### src/rtl/mem_stage_defs_pkg.sv
// rtl/mem_stage_defs_pkg.sv - shared size/state encodings for the memory-access stage
package mem_stage_defs_pkg;

    localparam int DEFAULT_MEM_WORDS = 256;

    localparam logic [1:0] SZ_BYTE = 2'd0;
    localparam logic [1:0] SZ_HALF = 2'd1;
    localparam logic [1:0] SZ_WORD = 2'd2;
    localparam logic [1:0] SZ_RSVD = 2'd3;

    typedef enum logic [2:0] {
        ST_IDLE    = 3'd0,
        ST_ACCESS  = 3'd1,
        ST_MERGE   = 3'd2,
        ST_CAPTURE = 3'd3,
        ST_RESP    = 3'd4
    } lsu_state_e;

endpackage

### src/rtl/lsu_lane_align.sv
// rtl/lsu_lane_align.sv - byte/half lane merge for stores and lane extract for loads
// Ports:
//   mem_word    in  32  word read from memory
//   wdata       in  32  right-aligned store data
//   size        in  2   access size (byte/half/word)
//   offset      in  2   byte offset within the word (addr[1:0])
//   is_signed   in  1   sign-extend loaded lane
//   merged_word out 32  mem_word with the addressed lane replaced by wdata
//   load_data   out 32  addressed lane of mem_word, extended to 32 bits
module lsu_lane_align
    import mem_stage_defs_pkg::*;
(
    input  logic [31:0] mem_word,
    input  logic [31:0] wdata,
    input  logic [1:0]  size,
    input  logic [1:0]  offset,
    input  logic        is_signed,
    output logic [31:0] merged_word,
    output logic [31:0] load_data
);

    logic [7:0]  byte_lane;
    logic [15:0] half_lane;

    always_comb begin
        merged_word = mem_word;
        case (size)
            SZ_BYTE: merged_word[{offset, 3'b000} +: 8]        = wdata[7:0];
            SZ_HALF: merged_word[{offset[1], 4'b0000} +: 16]   = wdata[15:0];
            default: merged_word = wdata;
        endcase
    end

    always_comb begin
        byte_lane = mem_word[{offset, 3'b000} +: 8];
        half_lane = mem_word[{offset[1], 4'b0000} +: 16];
        case (size)
            SZ_BYTE: load_data = {{24{is_signed & byte_lane[7]}}, byte_lane};
            SZ_HALF: load_data = {{16{is_signed & half_lane[15]}}, half_lane};
            default: load_data = mem_word;
        endcase
    end

endmodule

### src/rtl/load_store_unit.sv
// rtl/load_store_unit.sv - single-outstanding load/store stage with RMW sub-word stores
// Ports:
//   clk, reset                       clock, async active-high reset
//   req_valid/req_ready              request handshake (ready only in IDLE)
//   req_write/size/signed/addr/wdata request fields, held by producer until accepted
//   resp_valid/resp_ready            response handshake
//   resp_rdata/resp_error            load result / error flag, stable while resp_valid
//   mem_write_enable/address/write_data  synchronous memory write port + word address
//   mem_read_data                    registered memory read data (one cycle after address)
module load_store_unit
    import mem_stage_defs_pkg::*;
#(
    parameter int MEM_WORDS = DEFAULT_MEM_WORDS
) (
    input  logic        clk,
    input  logic        reset,
    input  logic        req_valid,
    output logic        req_ready,
    input  logic        req_write,
    input  logic [1:0]  req_size,
    input  logic        req_signed,
    input  logic [31:0] req_addr,
    input  logic [31:0] req_wdata,
    output logic        resp_valid,
    input  logic        resp_ready,
    output logic [31:0] resp_rdata,
    output logic        resp_error,
    output logic        mem_write_enable,
    output logic [31:0] mem_address,
    output logic [31:0] mem_write_data,
    input  logic [31:0] mem_read_data
);

    localparam logic [32:0] ADDR_LIMIT = 33'(4 * MEM_WORDS);

    lsu_state_e  state_q, state_d;
    logic        write_q, write_d;
    logic [1:0]  size_q, size_d;
    logic        signed_q, signed_d;
    logic [31:0] addr_q, addr_d;
    logic [31:0] wdata_q, wdata_d;
    logic [31:0] resp_rdata_q, resp_rdata_d;
    logic        resp_error_q, resp_error_d;

    logic        req_error;
    logic [31:0] merged_word;
    logic [31:0] load_data;

    lsu_lane_align u_lane_align (
        .mem_word    (mem_read_data),
        .wdata       (wdata_q),
        .size        (size_q),
        .offset      (addr_q[1:0]),
        .is_signed   (signed_q),
        .merged_word (merged_word),
        .load_data   (load_data)
    );

    // Checked on the live request so an error goes straight to RESP without touching memory.
    always_comb begin
        req_error = (req_size == SZ_RSVD)
                 || (req_size == SZ_HALF && req_addr[0])
                 || (req_size == SZ_WORD && req_addr[1:0] != 2'b00)
                 || ({1'b0, req_addr} >= ADDR_LIMIT);
    end

    always_comb begin
        state_d          = state_q;
        write_d          = write_q;
        size_d           = size_q;
        signed_d         = signed_q;
        addr_d           = addr_q;
        wdata_d          = wdata_q;
        resp_rdata_d     = resp_rdata_q;
        resp_error_d     = resp_error_q;
        req_ready        = 1'b0;
        resp_valid       = 1'b0;
        mem_write_enable = 1'b0;
        mem_write_data   = 32'd0;
        mem_address      = {2'b00, addr_q[31:2]};

        case (state_q)
            ST_IDLE: begin
                req_ready   = 1'b1;
                mem_address = 32'd0;
                if (req_valid) begin
                    write_d      = req_write;
                    size_d       = req_size;
                    signed_d     = req_signed;
                    addr_d       = req_addr;
                    wdata_d      = req_wdata;
                    resp_rdata_d = 32'd0;
                    resp_error_d = req_error;
                    state_d      = req_error ? ST_RESP : ST_ACCESS;
                end
            end
            ST_ACCESS: begin
                if (write_q && size_q == SZ_WORD) begin
                    mem_write_enable = 1'b1;
                    mem_write_data   = wdata_q;
                    state_d          = ST_RESP;
                end else if (write_q) begin
                    state_d = ST_MERGE;
                end else begin
                    state_d = ST_CAPTURE;
                end
            end
            ST_MERGE: begin
                // Old word arrives this cycle; the merged word is written on the exit edge.
                mem_write_enable = 1'b1;
                mem_write_data   = merged_word;
                state_d          = ST_RESP;
            end
            ST_CAPTURE: begin
                resp_rdata_d = load_data;
                state_d      = ST_RESP;
            end
            ST_RESP: begin
                resp_valid = 1'b1;
                if (resp_ready) begin
                    state_d = ST_IDLE;
                end
            end
            default: state_d = ST_IDLE;
        endcase
    end

    always_ff @(posedge clk or posedge reset) begin
        if (reset) begin
            state_q      <= ST_IDLE;
            write_q      <= 1'b0;
            size_q       <= SZ_BYTE;
            signed_q     <= 1'b0;
            addr_q       <= 32'd0;
            wdata_q      <= 32'd0;
            resp_rdata_q <= 32'd0;
            resp_error_q <= 1'b0;
        end else begin
            state_q      <= state_d;
            write_q      <= write_d;
            size_q       <= size_d;
            signed_q     <= signed_d;
            addr_q       <= addr_d;
            wdata_q      <= wdata_d;
            resp_rdata_q <= resp_rdata_d;
            resp_error_q <= resp_error_d;
        end
    end

    assign resp_rdata = resp_rdata_q;
    assign resp_error = resp_error_q;

endmodule

### config.mk
export PLATFORM = sky130hd
export DESIGN_NAME = load_store_unit
export DESIGN_NICKNAME = d
export VERILOG_FILES = /design/src/rtl/mem_stage_defs_pkg.sv /design/src/rtl/lsu_lane_align.sv /design/src/rtl/load_store_unit.sv
export SDC_FILE = /design/constraint.sdc
export NUM_CORES = 1
export LEC_CHECK = 0
export BUFFER_PORTS_ARGS = -buffer_cell sky130_fd_sc_hd__buf_2
export CORE_UTILIZATION = 25
export DETAILED_ROUTE_END_ITERATION = 8
export GPL_TIMING_DRIVEN = 0
export SYNTH_ARGS = -nofsm -noshare
export SYNTH_HDL_FRONTEND = slang
export SYNTH_SLANG_ARGS = --single-unit
### constraint.sdc
create_clock -name clk -period 6.05 [get_ports clk]
set_input_delay 0.3025 -clock clk [delete_from_list [all_inputs] [get_ports clk]]
set_output_delay 0.3025 -clock clk [all_outputs]
set_load 0.01 [all_outputs]
==> results.rst <==
.. list-table::
   :header-rows: 1

   * - Metric
     - Value
   * - Max-cap violations
     - 0
   * - Min-Delay Startpoint
     - req_wdata[13]
   * - Final worst clock skew
     - 0.01492 ns
   * - Vias per cell
     - 5.155
   * - Pins over their slew limit
     - 0
   * - First-pass GRT wire length
     - 37650 microns
   * - Launching instance or port of the critical path
     - addr_q[0]$_DFFE_PP0P_
   * - Tcrit/Tclk final
     - 59.49%
   * - Clock tree from TritonCTS
     - yes
   * - P per Cell Area
     - 273.9 nW/um^2
   * - Final HPWL DP
     - 19000 microns
   * - Kind of critical path
     - register to output port
   * - Maximum net fanout on the critical path
     - 10
   * - Area growth, synth to finish
     - 28.12%
   * - Outcome
     - finished, final reports clean
   * - Layout cells sized above 1
     - 28.75%
   * - Height of the chip
     - 162.0 microns
   * - Insertion delay of the later-clocked pin in the worst-skew pair
     - 0.37 ns
   * - Most common flop cell mapped by yosys
     - dfrtp_1
   * - Worst hold-check path type
     - primary input to register
   * - Synthesized-area fraction occupied by ao, oa, aoi and oai cells
     - 23.64%
   * - Largest family of logic cells by synthesized area
     - simple AND/OR/NAND/NOR gates
   * - Part of the power in registers
     - 39.0%
   * - Fin. Hold Viols
     - 0
   * - Worst Path Arrival
     - 3.30 ns
   * - Accumulated negative setup slack
     - 0 ns
   * - Max H-tree Level
     - 3
   * - Seq cells post-synth
     - 104
   * - Number of antenna violations at the first check in global routing
     - 2
   * - Most numerous cell in the Yosys netlist
     - nand2_1
   * - Buffer count from post-CTS setup fixing
     - 0
   * - Maximum number of pins on one net before global-route repair
     - 71
   * - Via count of the first global-routing pass
     - 6422
   * - Net switching power figure
     - 0.8059 mW
   * - Clock buffer count from CTS
     - 9
   * - Width of the die
     - 162.0 microns
   * - Floorplan die area
     - 26240 sq um
   * - Global-route congestion overflow total
     - 0
   * - First-pass detailed-route iteration total
     - 5
   * - Maximum single-stage delay on the critical path
     - 0.58 ns
   * - Worst voltage drop across the vdd grid
     - 0.0001469 V
   * - Slew headroom
     - 55.24%
   * - Final GP Congestion
     - 0.9268
   * - Critical path data required time
     - 5.75 ns
   * - CORE AREA
     - 25110 sq um
   * - Top achievable clock speed
     - 0.2778 GHz
   * - Portion of total power attributed to the clock network
     - 29.9%
   * - Number of enable flip-flop cells after synthesis
     - 0
   * - Shortest period the worst path allows
     - 3.599 ns
   * - Post-synthesis mux area share
     - 4.752%
   * - Mean routed wirelength per cell
     - 18.89 microns
   * - Area share of the largest cell type after synthesis
     - 40.67%
   * - Top cell type by total area after synthesis
     - dfrtp_1
   * - Fillers
     - 2735
   * - Number of routed nets with antenna violations
     - 0
   * - Worst reg2reg startpoint
     - state_q[2]$_DFFE_PP0P_
   * - Number of buffer and inverter stages on the critical path
     - 4
   * - Post-synthesis share of cell area spent on xor and xnor gates
     - 0%
   * - Instance count of the mapped netlist
     - 761
   * - Combinational fraction of design power
     - 31.0%
   * - Worst slew pin tran
     - 0.6662 ns
   * - Post-synthesis sequential area ratio
     - 40.67%
   * - Initial DRC Count
     - 719
   * - Count of cell types in the netlist
     - 55
   * - Share of flip-flops with an asynchronous set or reset
     - 100.0%
   * - Initial Utilization
     - 25.48%
   * - Clock Pin Slew Worst Setup and Hold Paths
     - 0.08 ns
   * - Port-buffer cells
     - 201
   * - Cell leakage power
     - 4.293 nW
   * - Worst path cell trace
     - buf_2 > buf_2 > inv_1 > ha_1 > nor3b_2 > a211o_1 > a21oi_1 > o22ai_1 > buf_2
   * - Internal Dissipation
     - 1.439 mW
   * - Global-route usage over all layers
     - 18.79%
   * - Clk buf depth
     - 2
   * - Synth area leaders
     - dfrtp_1 41%, nand2_1 14%, o21ai_0 5.1%
   * - RSZ-0062 raised after global routing
     - false
   * - Final setup slack of the worst path
     - 2.451 ns
   * - Adder and majority gate portion of the synthesized area
     - 0.9777%
   * - Cell chosen for the clock root
     - clkbuf_16
   * - Overall power consumption
     - 2.245 mW
   * - Sinks on Clock Net
     - 104
   * - Commonest cells in the synthesized netlist
     - 245 x nand2_1, 104 x dfrtp_1, 65 x o21ai_0, 37 x nor2b_1, 26 x a21oi_1
   * - DRC violations left
     - 0
   * - Netlist Area Pre-Place
     - 6399 sq um
   * - Worst path top cell family by delay
     - buffers and inverters
   * - Critical path capture point type
     - output port
   * - Most used cell along the critical path
     - buf_2
   * - Critical path startpoint category
     - register
   * - Fin util
     - 32.65%
   * - Critical path's slowest cell
     - nor3b_2
   * - Switching power share of the total
     - 35.89%
   * - Rows
     - 58
   * - Simple-gate share of the synthesized area
     - 23.88%
   * - Total of endpoints with negative setup slack in the final report
     - 0
   * - Total detailed-routing wirelength
     - 24780 microns
   * - Overall via count from detail_route
     - 6763
   * - Mean area per synthesized cell
     - 8.408 sq um
   * - # nets final
     - 1085
   * - Count of boundary I/O pins
     - 204
   * - Post-placement worst setup slack
     - 2.899 ns
   * - Count of yosys warnings during synthesis
     - 0
## path summary, 6_finish.rpt
check / endpoint / slack, ns / cells after the start
worst max-delay path: mem_write_data[7] / 2.45 / 9
worst min-delay path: wdata_q[13]$_DFFE_PP0P_ / 0.13 / 3
worst max register to register: resp_rdata[28]$_DFFE_PP0P_ / 3.80 / 6
worst min register to register: addr_q[3]$_DFFE_PP0P_ / 0.47 / 2
max in group asynchronous: resp_rdata[17]$_DFFE_PP0P_ / 4.80 / 4
min in group asynchronous: addr_q[20]$_DFFE_PP0P_ / 0.53 / 3
## flip-flops by register name, summed over array words and instances, names as in the netlist
register,count
addr_q,32
resp_error,1
resp_rdata,32
signed_q,1
size_q,2
state_q,3
wdata_q,32
write_q,1
## timing repair
item,CTS,global route
hold buffers,1,0
hold endpoints to repair,34,0
resized for setup,0,0
## worst min-delay path, delay by kind of cell
family	cells	cell delay, ns
simple gates	2	0.08
buf+inv	1	0.08
## final cells by class
type | instances | area, sq um | share of cell area (%)
diodes | 1 | 2.502 | 0.03053
plain buffers | 59 | 329.1 | 4.014
clock buffers | 10 | 239.0 | 2.915
clock inverters | 6 | 95.09 | 1.160
inverters | 15 | 58.81 | 0.7173
multi-input cells | 584 | 3415 | 41.65
flip-flops and latches | 104 | 2603 | 31.75
well taps | 330 | 412.9 | 5.037
repair buffers | 203 | 1044 | 12.73
## power by group through the flow
stage	sequential [mW]	clock, mW	combinational [mW]
after floorplan	0.851	0	0.468
after global placement	0.886	0	0.673
after detailed placement	0.886	0	0.687
after CTS	0.875	0.689	0.690
after global routing	0.887	0.717	0.764
final	0.876	0.672	0.697
## kinds of logic after synthesis
family | after synthesis
AOI/OAI and AO/OA | 213
buffers and inverters | 74
other | 1
adders and majority gates | 5
and+or+nand+nor | 344
DFF | 104
muxes | 20
## layout by cell type (no fill, tap or decap), types with 10 or more instances in the layout
master / count
a21o_1: 11
a21oi_1: 26
a221o_1: 20
a22o_1: 16
a22oi_1: 16
buf_2: 221
buf_4: 10
clkbuf_1: 21
dfrtp_1: 104
inv_1: 13
nand2_1: 245
nor2_1: 18
nor2b_1: 37
nor3_1: 13
o21ai_0: 65
## metrics by stage
step / area, sq um / hold WS, ns / cells
global placement: 7821 / 0.4511 / 1293
floorplan: 6402 / 0.4079 / 762
detailed placement: 7851 / 0.3691 / 1294
CTS: 8195 / 0.1190 / 1311
global route: 8195 / 0.1266 / 1311
finish: 8198 / 0.1272 / 1312
## per-layer routing
metal / vias to the layer above / global-route usage [%] / share of wire (%)
met4: 2 / 5.789 / 2.8
met1: 3241 / 25.85 / 44
li1: 3122 / - / -
met5: - / 0 / 0.052
met2: 349 / 29.46 / 45
met3: 49 / 3.830 / 8.0
Power figures use the tool's default switching activity.
